File: config.mk
export PLATFORM = sky130hd
export DESIGN_NAME = spike_event_arbiter_flat
export DESIGN_NICKNAME = d
export VERILOG_FILES = /design/src/rtl/spike_event_arbiter_if.sv /design/src/rtl/spike_event_arbiter.sv /design/src/flat_wrapper.sv
export SDC_FILE = /design/constraint.sdc
export NUM_CORES = 1
export LEC_CHECK = 0
export ABC_AREA = 1
export CAP_MARGIN = 20
export CORE_UTILIZATION = 46
export DETAILED_ROUTE_END_ITERATION = 8
export PLACE_DENSITY = 0.86
export SLEW_MARGIN = 20
export SYNTH_ARGS = -nofsm -noshare
export SYNTH_HDL_FRONTEND = slang
export SYNTH_SLANG_ARGS = --single-unit
File: constraint.sdc
create_clock -name clk -period 3.65 [get_ports clk]
set_input_delay 0.73 -clock clk [delete_from_list [all_inputs] [get_ports clk]]
set_output_delay 0.73 -clock clk [all_outputs]
set_load 0.05 [all_outputs]
File: src/rtl/spike_event_arbiter_if.sv
// rtl/spike_event_arbiter_if.sv - merged event output stream between spike_event_arbiter and its consumer
interface spike_event_arbiter_if #(
  parameter int CH_W = 2
);
  logic            out_valid;
  logic            out_ready;
  logic [CH_W-1:0] out_ch;
  logic [31:0]     out_event;
  logic [31:0]     out_ts;

  // Arbiter side: drives the event, receives the accept.
  modport master (
    output out_valid,
    output out_ch,
    output out_event,
    output out_ts,
    input  out_ready
  );

  // Consumer side: packetiser or host link.
  modport slave (
    input  out_valid,
    input  out_ch,
    input  out_event,
    input  out_ts,
    output out_ready
  );
endinterface

File: src/rtl/spike_event_arbiter.sv
// rtl/spike_event_arbiter.sv - round-robin merge of per-channel spike events; optional timestamps via SPIKE_ARB_TIMESTAMP_EN
module spike_event_arbiter #(
  parameter int N_CH   = 4,
  parameter int CH_W   = 2,
  parameter int DROP_W = 16
) (
  input  logic                   clk,
  input  logic                   rst,
  input  logic [N_CH-1:0]        ch_valid,
  input  logic [N_CH*32-1:0]     ch_event,
  spike_event_arbiter_if.master  bus,
  output logic [DROP_W-1:0]      drop_cnt,
  output logic [N_CH-1:0]        pend
);

  // Holding slots, one per channel.
  logic [N_CH-1:0]   pend_q;
  logic [31:0]       slot_event [N_CH];

  // Registered output stage.
  logic              out_valid_q;
  logic [CH_W-1:0]   out_ch_q;
  logic [31:0]       out_event_q;

  logic [CH_W-1:0]   last_grant;
  logic [DROP_W-1:0] drop_cnt_q;

  // Per-cycle decisions.
  logic              loadable;
  logic              gnt_any;
  logic              do_grant;
  logic [CH_W-1:0]   gnt_idx;
  logic [CH_W-1:0]   cand;
  logic [N_CH-1:0]   gnt_vec;
  logic [N_CH-1:0]   cap_vec;
  logic [N_CH-1:0]   drop_vec;
  logic [CH_W:0]     drop_num;
  logic [DROP_W:0]   drop_sum;
  logic [DROP_W-1:0] drop_next;

  // The output register may take a new event when empty or being accepted this cycle.
  assign loadable = !out_valid_q || bus.out_ready;
  assign do_grant = loadable && gnt_any;

  // Round-robin search starting just after the last granted channel.
  always_comb begin
    gnt_any = 1'b0;
    gnt_idx = '0;
    cand    = '0;
    for (int k = 1; k <= N_CH; k++) begin
      cand = CH_W'((int'(last_grant) + k) % N_CH);
      if (!gnt_any && pend_q[cand]) begin
        gnt_any = 1'b1;
        gnt_idx = cand;
      end
    end
  end

  // A slot being drained this cycle is free to take a new event, so it never drops.
  always_comb begin
    gnt_vec  = '0;
    cap_vec  = '0;
    drop_vec = '0;
    drop_num = '0;
    for (int i = 0; i < N_CH; i++) begin
      gnt_vec[i]  = do_grant && (gnt_idx == CH_W'(i));
      cap_vec[i]  = ch_valid[i] && (!pend_q[i] || gnt_vec[i]);
      drop_vec[i] = ch_valid[i] && pend_q[i] && !gnt_vec[i];
      drop_num    = drop_num + {{CH_W{1'b0}}, drop_vec[i]};
    end
  end

  // Saturating drop total; one spare bit catches the overflow.
  always_comb begin
    drop_sum  = {1'b0, drop_cnt_q} + (DROP_W+1)'(drop_num);
    drop_next = drop_sum[DROP_W] ? {DROP_W{1'b1}} : drop_sum[DROP_W-1:0];
  end

  // Slot occupancy, slot contents, output stage and round-robin pointer.
  always_ff @(posedge clk) begin
    if (!rst) begin
      pend_q      <= '0;
      out_valid_q <= 1'b0;
      out_ch_q    <= '0;
      out_event_q <= '0;
      last_grant  <= CH_W'(N_CH - 1);
      drop_cnt_q  <= '0;
      for (int i = 0; i < N_CH; i++) begin
        slot_event[i] <= '0;
      end
    end else begin
      pend_q     <= cap_vec | (pend_q & ~gnt_vec);
      drop_cnt_q <= drop_next;
      for (int i = 0; i < N_CH; i++) begin
        if (cap_vec[i]) begin
          slot_event[i] <= ch_event[32*i +: 32];
        end
      end
      if (do_grant) begin
        out_valid_q <= 1'b1;
        out_ch_q    <= gnt_idx;
        out_event_q <= slot_event[gnt_idx];
        last_grant  <= gnt_idx;
      end else if (loadable) begin
        out_valid_q <= 1'b0;
      end
    end
  end

`ifdef SPIKE_ARB_TIMESTAMP_EN
  logic [31:0] ts_cnt;
  logic [31:0] slot_ts [N_CH];
  logic [31:0] out_ts_q;

  // Free-running capture clock, per-slot capture time and its output copy.
  always_ff @(posedge clk) begin
    if (!rst) begin
      ts_cnt   <= '0;
      out_ts_q <= '0;
      for (int i = 0; i < N_CH; i++) begin
        slot_ts[i] <= '0;
      end
    end else begin
      ts_cnt <= ts_cnt + 32'd1;
      for (int i = 0; i < N_CH; i++) begin
        if (cap_vec[i]) begin
          slot_ts[i] <= ts_cnt;
        end
      end
      if (do_grant) begin
        out_ts_q <= slot_ts[gnt_idx];
      end
    end
  end

  assign bus.out_ts = out_ts_q;
`else
  assign bus.out_ts = 32'd0;
`endif

  assign bus.out_valid = out_valid_q;
  assign bus.out_ch    = out_ch_q;
  assign bus.out_event = out_event_q;
  assign drop_cnt      = drop_cnt_q;
  assign pend          = pend_q;

endmodule

File: src/flat_wrapper.sv
// flat-port wrapper written by rule: the top's interface ports become plain ports
module spike_event_arbiter_flat 
#(
  parameter int N_CH   = 4,
  parameter int CH_W   = 2,
  parameter int DROP_W = 16
)
  (clk, rst, ch_valid, ch_event, drop_cnt, pend, bus_out_valid, bus_out_ch, bus_out_event, bus_out_ts, bus_out_ready);
  spike_event_arbiter_if #(.CH_W(CH_W)) bus_i ();
  input  logic clk;
  input  logic rst;
  input  logic [N_CH-1:0] ch_valid;
  input  logic [N_CH*32-1:0] ch_event;
  output logic [DROP_W-1:0] drop_cnt;
  output logic [N_CH-1:0] pend;
  output wire logic [$bits(bus_i.out_valid)-1:0] bus_out_valid;
  output wire logic [$bits(bus_i.out_ch)-1:0] bus_out_ch;
  output wire logic [$bits(bus_i.out_event)-1:0] bus_out_event;
  output wire logic [$bits(bus_i.out_ts)-1:0] bus_out_ts;
  input wire logic [$bits(bus_i.out_ready)-1:0] bus_out_ready;
  assign bus_out_valid = bus_i.out_valid;
  assign bus_out_ch = bus_i.out_ch;
  assign bus_out_event = bus_i.out_event;
  assign bus_out_ts = bus_i.out_ts;
  assign bus_i.out_ready = bus_out_ready;
  spike_event_arbiter #(.N_CH(N_CH), .CH_W(CH_W), .DROP_W(DROP_W)) u_core (.clk(clk), .rst(rst), .ch_valid(ch_valid), .ch_event(ch_event), .bus(bus_i), .drop_cnt(drop_cnt), .pend(pend));
endmodule
# [Yosys cells after proc, flatten, opt, wreduce, memory -nomap -nowiden]
# Memories as Yosys holds them, arrays and structs flattened. A register that Yosys moved wholly into a read port is not among the register bits.
# Cells that the tools add are included.
# Widths: inputs -> output; s select.
[word_totals] word_cells=104 memories=1 output_inout_bits=87 ramBits=128 in_bits=135 ff_bits=25
[memory_table] name="u_core.slot_event" words=4 width=32 read_ports=1 rd_ports_with_merged_regs=1 write_ports=4 line_no="spike_event_arbiter.sv:18" source="logic [31:0] slot_event [N_CH];"
[classes] n_eq_ne=3 n_reduce_logical=40 bitwise=7 order_cmp=4 mux=36 n_addsub=8
[ops] cell="$mux 32" n=4
[ops] cell="$mux 1" n=23
[ops] cell="$logic_and 1x1->1" n=20
[ops] cell="$add 16x3->17" n=1
[ops] cell="$mux 16" n=1
[ops] cell="$logic_not 1->1" n=13
[ops] cell="$lt 2x3->1 const B" n=4
[ops] cell="$bmux 1 s2" n=4
[ops] cell="$mux 2" n=4
[ops] cell="$add 3x1->3" n=2
[ops] cell="$logic_or 1x1->1" n=5
[ops] cell="$add 2x1->2 const B" n=2
[ops] cell="$add 2x2->2 const B" n=2
[ops] cell="$and 4x4->4" n=1
[ops] cell="$eq 2x2->1 const B" n=2
[ops] cell="$not 4->4" n=1
[ops] cell="$or 1x1->1" n=4
[ops] cell="$or 4x4->4" n=1
[ops] cell="$add 1x1->2" n=1
[ops] cell="$eq 2x1->1 const B" n=1
[ops] cell="$logic_not 2->1" n=1
[ops] cell="$reduce_bool 2->1" n=1

# [Depth between registers and ports, before layout]
# Gate-level depths: netlist of the first run.
[depth] word_depth=22 mapped_depth=29 mapped_depth_nobuf=28

# [Least setup slack after synthesis of the first run]
# Ideal clock, no wire load.
[synth_timing] path_type="reg-to-reg" start="register u_core.pend_q[2], in the netlist u_core.pend[2]" end="register u_core.drop_cnt_q[14], in the netlist u_core.drop_cnt[14]" period_less_slack_ps=4310 setup_time_ps=115 slack_ps=-660 path_stages_with_launch=26 arrival_ps=4195 path_cell_list="dfxtp_1 > inv_1 > nand2_1 > nand2_1 > nand2_1 > nand2_1 > nand2_1 > nand2_1 > nand2_2 > nand3_4 > nor2_4 > nand2_1 > nand2_2 > nor2_1 > ha_1 > fa_1 > ha_1 > inv_1 > fa_1 > o22ai_1 > nand3_1 > nor2_1 > nand4_1 > and2_1 > o21ai_0 > inv_1"
[synth_via] elab_chain_len=21
[synth_lines] item="start, declared" line_no="spike_event_arbiter.sv:17" source="logic [N_CH-1:0] pend_q;"
[synth_lines] item="start signal, assigned" line_no="spike_event_arbiter.sv:92" source="pend_q <= cap_vec | (pend_q & ~gnt_vec);"
[synth_lines] item="$bmux 1 s2" line_no="spike_event_arbiter.sv:52" source="if (!gnt_any && pend_q[cand]) begin"
[synth_lines] item="$mux 1 (not written as such)" line_no="spike_event_arbiter.sv:52"
[synth_lines] item="$mux 1" line_no="spike_event_arbiter.sv:52"
[synth_lines] item="$logic_not 1->1" line_no="spike_event_arbiter.sv:52"
[synth_lines] item="$logic_and 1x1->1" line_no="spike_event_arbiter.sv:52"
[synth_lines] item="$mux 1" line_no="spike_event_arbiter.sv:52"
[synth_lines] item="$logic_not 1->1" line_no="spike_event_arbiter.sv:52"
[synth_lines] item="$logic_and 1x1->1" line_no="spike_event_arbiter.sv:52"
[synth_lines] item="(+5 left out)"
[synth_lines] item="$logic_and 1x1->1" line_no="spike_event_arbiter.sv:66" source="gnt_vec[i] = do_grant && (gnt_idx == CH_W'(i));"
[synth_lines] item="$logic_not 1->1" line_no="spike_event_arbiter.sv:68" source="drop_vec[i] = ch_valid[i] && pend_q[i] && !gnt_vec[i];"
[synth_lines] item="$logic_and 1x1->1" line_no="spike_event_arbiter.sv:68"
[synth_lines] item="$add 1x1->2" line_no="spike_event_arbiter.sv:69" source="drop_num = drop_num + {{CH_W{1'b0}}, drop_vec[i]};"
[synth_lines] item="$add 3x1->3" line_no="spike_event_arbiter.sv:69"
[synth_lines] item="$add 3x1->3 (*)" line_no="spike_event_arbiter.sv:69"
[synth_lines] item="$add 16x3->17 (*)" line_no="spike_event_arbiter.sv:75" source="drop_sum = {1'b0, drop_cnt_q} + (DROP_W+1)'(drop_num);"
[synth_lines] item="$mux 16 (*)" line_no="spike_event_arbiter.sv:76" source="drop_next = drop_sum[DROP_W] ? {DROP_W{1'b1}} : drop_sum[DROP_W-1:0];"
[synth_lines] item="end signal, assigned" line_no="spike_event_arbiter.sv:93" source="drop_cnt_q <= drop_next;"
[synth_lines] item="end, declared" line_no="spike_event_arbiter.sv:26" source="logic [DROP_W-1:0] drop_cnt_q;"
# Mark *: on every way between the ends. The rest lies on a longest branch, timed or not. The select of a mux whose other input is x is not followed.
# A chain may end at the register's enable or synchronous reset.

# [Final worst setup path of the first run]
[layout_timing] start="register u_core.last_grant[0]" end="register u_core.drop_cnt_q[14], in the netlist u_core.drop_cnt[14]"
[layout_via] elab_chain_len=22
[layout_lines] item="start, declared" line_no="spike_event_arbiter.sv:25" source="logic [CH_W-1:0] last_grant;"
[layout_lines] item="start signal, assigned" line_no="spike_event_arbiter.sv:86" source="last_grant <= CH_W'(N_CH - 1);"
[layout_lines] item="start signal, assigned" line_no="spike_event_arbiter.sv:103" source="last_grant <= gnt_idx;"
[layout_lines] item="$add 2x1->2" line_no="spike_event_arbiter.sv:51" source="cand = CH_W'((int'(last_grant) + k) % N_CH);"
[layout_lines] item="$bmux 1 s2" line_no="spike_event_arbiter.sv:52"
[layout_lines] item="$mux 1 (not written as such)" line_no="spike_event_arbiter.sv:52"
[layout_lines] item="$mux 1" line_no="spike_event_arbiter.sv:52"
[layout_lines] item="$logic_not 1->1" line_no="spike_event_arbiter.sv:52"
[layout_lines] item="$logic_and 1x1->1" line_no="spike_event_arbiter.sv:52"
[layout_lines] item="$mux 1" line_no="spike_event_arbiter.sv:52"
[layout_lines] item="$logic_not 1->1" line_no="spike_event_arbiter.sv:52"
[layout_lines] item="(+6 left out)"
[layout_lines] item="$logic_and 1x1->1" line_no="spike_event_arbiter.sv:66"
[layout_lines] item="$logic_not 1->1" line_no="spike_event_arbiter.sv:68"
[layout_lines] item="$logic_and 1x1->1" line_no="spike_event_arbiter.sv:68"
[layout_lines] item="$add 1x1->2" line_no="spike_event_arbiter.sv:69"
[layout_lines] item="$add 3x1->3" line_no="spike_event_arbiter.sv:69"
[layout_lines] item="$add 3x1->3 (*)" line_no="spike_event_arbiter.sv:69"
[layout_lines] item="$add 16x3->17 (*)" line_no="spike_event_arbiter.sv:75"
[layout_lines] item="$mux 16 (*)" line_no="spike_event_arbiter.sv:76"
# Marked as above.

==> results of run 1 <==
-- flip-flops by register name (all words and copies together) (netlist names) --
signal                cells
u_core.bus.out_valid      1
u_core.slot_event       128
u_core.drop_cnt          16
u_core.bus.out_ch         2
u_core.bus.out_event     32
u_core.last_grant         2
u_core.pend               4
-- path summary, 6_finish.rpt --
kind,cells past startpoint,endpoint,start,slack [ns]
worst max-delay path,24,u_core.drop_cnt[14]$_SDFF_PN0_,u_core.last_grant[0]$_SDFFE_PN1P_,-0.17
worst min-delay path,2,u_core.bus.out_ch[1]$_SDFFE_PN0P_,u_core.bus.out_ch[1]$_SDFFE_PN0P_,0.47
worst max register to register,24,u_core.drop_cnt[14]$_SDFF_PN0_,u_core.last_grant[0]$_SDFFE_PN1P_,-0.17
worst min register to register,2,u_core.bus.out_ch[1]$_SDFFE_PN0P_,u_core.bus.out_ch[1]$_SDFFE_PN0P_,0.47
-- timing repair --
action | 4_1_cts | 5_1_grt
buffers inserted | 10 | 7
gates resized for setup | 27 | 43
endpoints found under the setup margin | 16 | 16
gates cloned | 0 | 0
pin swaps | 26 | 20
hold buffers | 0 | 0
-- cells in the final DEF (no fill, tap or decap), types with 2 or more instances in the layout --
master	count
nand3_4	5
o21ai_0	54
nand3_2	9
bufinv_16	5
ha_4	4
inv_8	2
nor2_2	63
nand2_1	119
buf_6	4
clkdlybuf4s50_1	189
o21ai_1	15
conb_1	32
buf_4	61
inv_6	5
nand2_4	4
dfxtp_1	51
a31oi_4	2
nand2_2	24
nand4_1	27
nand3_1	37
inv_1	251
fa_2	2
o21ai_2	2
dfxtp_4	5
clkinvlp_4	2
nor2_4	7
xor2_1	5
clkbuf_16	17
inv_2	12
edfxtp_1	128
a21oi_1	14
nor2_1	186
-- stage by stage --
stage	utilization (%)	TNS, ns
after floorplan	-	-1.361
after global placement	58.97	-5.293
after detailed placement	58.97	-6.595
after CTS	63.13	-0.2136
after global routing	64.27	-3.552
final	64.27	-1.563
-- power breakdown --
group / switching [uW] / internal, uW
clock: 839 / 1230
sequential: 198 / 2740
combinational: 3320 / 1620
-- critical path, delay by kind of cell, from the launching register on --
kind                       cells  cell delay, ns
adders and majority gates      4            1.30
AOI/OAI and AO/OA              3            0.41
buffers and inverters          5            0.39
DFF                            1            0.38
and+or+nand+nor               12            1.28
-- layout make-up --
cell class / instances / share of cell area [%]
well taps: 265 / 2.616
multi-input cells: 625 / 25.87
clock inverters: 15 / 1.866
inverters: 265 / 7.908
flip-flops and latches: 185 / 39.49
clock buffers: 17 / 3.357
repair buffers: 254 / 18.90
-- cell families (layout without fill, tap and decap cells) --
group                      count (synthesis)  after routing  synth area share, %
xor gates and xnor gates                   7              7               0.6542
buffers and inverters                    344            551                16.15
AOI/OAI and AO/OA                         91             91                4.967
adders and majority gates                  7              7                1.095
and+or+nand+nor                          488            488                23.90
DFF                                      185            185                53.19
other                                      1             32              0.04001
-- routing by layer --
metal,up-vias,part of all wire (%)
li1,3819,-
met1,3580,38
met2,315,52
met3,67,5.8
met4,0,4.5
met5,-,0
==> report_table.html, run 1 <==
<table>
<tr><th>Metric</th><th>Value</th></tr>
<tr><th colspan="2">Outcome</th></tr>
<tr><td>Outcome</td><td>finished, violations left</td></tr>
<tr><td>Failing checks</td><td>negative setup slack</td></tr>
<tr><th colspan="2">Worst setup path</th></tr>
<tr><td>Critical path class</td><td>reg -&gt; reg</td></tr>
<tr><td>Worst setup SP type</td><td>flip-flop</td></tr>
<tr><td>Crit path top cell by count</td><td>nand2_2</td></tr>
<tr><td>Data required time at the worst endpoint</td><td>4.03 ns</td></tr>
<tr><td>Worst path cell trace</td><td>buf_6, nand2_2, nand2_2, nand2_2, buf_4, nand2_1, nand2_2, nand2_2, nor2_4, nand3_2, nand3_2, inv_2, ha_4, fa_2, ha_4, inv_2, fa_2, o22ai_4, nand3_4, nor3_2, nand2_2, o21ai_0, o21ai_1, inv_1</td></tr>
<tr><td>Critical path fanouts, max</td><td>8</td></tr>
<tr><td>Data arrival at the endpoint of the critical path</td><td>4.20 ns</td></tr>
<tr><td>Worst-path cell with the longest stage delay</td><td>fa_2</td></tr>
<tr><td>Endpoint class of the critical path</td><td>flip-flop</td></tr>
<tr><td>Stage delay of the slowest cell on the critical path</td><td>0.55 ns</td></tr>
<tr><th colspan="2">Yosys</th></tr>
<tr><td>Cell Area, Synth</td><td>0.009371 mm^2</td></tr>
<tr><td>Flop and latch count out of synthesis</td><td>185</td></tr>
<tr><td>Number of enable flip-flop cells after synthesis</td><td>128</td></tr>
<tr><td>Cell types with the largest area share after synthesis</td><td>edfxtp_1 41%, dfxtp_1 12%, inv_1 10%</td></tr>
<tr><td>Leading post-synthesis cells by instance count</td><td>258 x inv_1, 192 x nor2_1, 140 x nand2_1</td></tr>
<tr><td>Area share of the leading cell type in the synthesized netlist</td><td>41.01%</td></tr>
<tr><td>Library cell with the highest instance count after synthesis</td><td>inv_1</td></tr>
<tr><td>Gate Count Post-Synth</td><td>1123</td></tr>
<tr><td>Sequential area share after synthesis</td><td>53.19%</td></tr>
<tr><td>Number of distinct library cells after synthesis</td><td>36</td></tr>
<tr><td>Average cell area after synthesis</td><td>8.345 um^2</td></tr>
<tr><td>Warnings from Yosys</td><td>0</td></tr>
<tr><td>Share of flip-flops with an asynchronous set or reset</td><td>0%</td></tr>
<tr><td>Library cell with the largest summed area after synthesis</td><td>edfxtp_1</td></tr>
<tr><td>Primary FF master, synth</td><td>edfxtp_1</td></tr>
<tr><th colspan="2">Global routing</th></tr>
<tr><td>Met2 GRT Util</td><td>41.45%</td></tr>
<tr><td>Number of global-route vias before repair</td><td>7493</td></tr>
<tr><td>Pin count of the biggest net entering global routing</td><td>107</td></tr>
<tr><td>Global-route wire length before repair</td><td>35850 um</td></tr>
<tr><td>Overall global routing resource usage</td><td>23.00%</td></tr>
<tr><td>GRT Residual Overflow</td><td>0</td></tr>
<tr><td>Met3 capacity usage during global routing</td><td>4.179%</td></tr>
<tr><td>Antenna violations before repair</td><td>0</td></tr>
<tr><td>Most congested layer reported by global routing</td><td>met2</td></tr>
<tr><td>Global Route met1 Usage</td><td>26.16%</td></tr>
<tr><th colspan="2">Route</th></tr>
<tr><td>Router iterations before antenna repair</td><td>8</td></tr>
<tr><td>Final routed wire length divided by cell count</td><td>14.70 um</td></tr>
<tr><td>Number of vias after detailed routing</td><td>7781</td></tr>
<tr><td>Post-route DRC violation count</td><td>0</td></tr>
<tr><td>Post-route ant nets</td><td>0</td></tr>
<tr><td>Total wire length after detailed routing</td><td>23900 um</td></tr>
<tr><td>DRC violation total after the first TritonRoute iteration</td><td>516</td></tr>
<tr><td>Mean number of vias per cell</td><td>4.785</td></tr>
<tr><th colspan="2">Timing</th></tr>
<tr><td>Relative slew slack</td><td>33.44%</td></tr>
<tr><td>Highest clock rate</td><td>261.8 MHz</td></tr>
<tr><td>Max Clock Skew</td><td>0.008989 ns</td></tr>
<tr><td>Minimum hold slack</td><td>0.4716 ns</td></tr>
<tr><td>Period utilisation layout</td><td>104.7%</td></tr>
<tr><td>Unrepaired setup endpoints after global routing</td><td>true</td></tr>
<tr><td>Count of endpoints failing hold in the final timing report</td><td>0</td></tr>
<tr><td>Worst slew pin tran</td><td>0.9984 ns</td></tr>
<tr><td>Count of endpoints failing setup in the final report</td><td>16</td></tr>
<tr><td>Pins over their slew limit</td><td>0</td></tr>
<tr><td>Final critical delay including setup and external delays</td><td>3.820 ns</td></tr>
<tr><td>Setup slack of the critical path after layout</td><td>-0.1699 ns</td></tr>
<tr><th colspan="2">Worst hold path</th></tr>
<tr><td>Worst min-delay path class</td><td>reg -&gt; reg</td></tr>
<tr><th colspan="2">Die</th></tr>
<tr><td>Core region area</td><td>0.01972 mm^2</td></tr>
<tr><td>Vertical die dimension</td><td>144.7 um</td></tr>
<tr><td>Cell row count</td><td>51</td></tr>
<tr><td>Count of pins on the block boundary</td><td>222</td></tr>
<tr><td>Floorplan die area</td><td>0.02095 mm^2</td></tr>
<tr><td>X dimension of the die</td><td>144.7 um</td></tr>
<tr><td>Starting utilization of the core area</td><td>47.53%</td></tr>
<tr><th colspan="2">Clock tree</th></tr>
<tr><td>Clk Tree Root Cell</td><td>clkbuf_16</td></tr>
<tr><td>Total clock buffers created by CTS</td><td>17</td></tr>
<tr><td>Level count of the clock H-tree</td><td>4</td></tr>
<tr><td>Clock edge transition at the registers on the reported setup and hold paths</td><td>0.07 ns</td></tr>
<tr><td>Later-pin clock latency in the skew report</td><td>0.43 ns</td></tr>
<tr><td>Maximum clock path buffer count</td><td>2</td></tr>
<tr><td>Clock tree from TritonCTS</td><td>yes</td></tr>
<tr><td>Clock Sinks</td><td>185</td></tr>
<tr><th colspan="2">Final layout</th></tr>
<tr><td>Summed area of non-filler cells in the final layout</td><td>0.01267 mm^2</td></tr>
<tr><td>Area growth from synthesis to layout</td><td>35.23%</td></tr>
<tr><td>Net count of the finished layout</td><td>1490</td></tr>
<tr><td>Number of antenna cells inserted</td><td>0</td></tr>
<tr><td>Proportion of layout cells with a drive suffix above 1</td><td>18.15%</td></tr>
<tr><td>Multi-input combinational cell area</td><td>0.003278 mm^2</td></tr>
<tr><td>Sequential Area</td><td>0.005005 mm^2</td></tr>
<tr><td>Filler cell count</td><td>1537</td></tr>
<tr><td>Finished Layout Cells</td><td>1626</td></tr>
<tr><th colspan="2">Placement</th></tr>
<tr><td>Setup slack at placement</td><td>-0.4671 ns</td></tr>
<tr><td>Number of buffer cells added on primary ports</td><td>189</td></tr>
<tr><td>Half-perimeter wire length after placement</td><td>16290 um</td></tr>
<tr><td>Routability congestion estimate from global placement</td><td>0.8690</td></tr>
<tr><td>Placement Cell Area</td><td>0.01163 mm^2</td></tr>
<tr><td>Total placed cells including tap cells</td><td>1578</td></tr>
<tr><th colspan="2">Pwr</th></tr>
<tr><td>Max rail drop VDD</td><td>727.5 uV</td></tr>
<tr><td>Cell leakage power</td><td>0.005844 uW</td></tr>
<tr><td>PnR Total Power</td><td>9947 uW</td></tr>
<tr><td>Cell area power density</td><td>784.9 mW/mm^2</td></tr>
<tr><th colspan="2">Run</th></tr>
<tr><td>Max-cap viol count</td><td>0</td></tr>
</table>
Power figures use the tool's default switching activity.
==> run 2, diff against run 1 <==
Settings changed: SLEW_MARGIN 20 to 5.
==> results of run 2 <==
Final layout, timing and power as in run 1 (identical DEF).
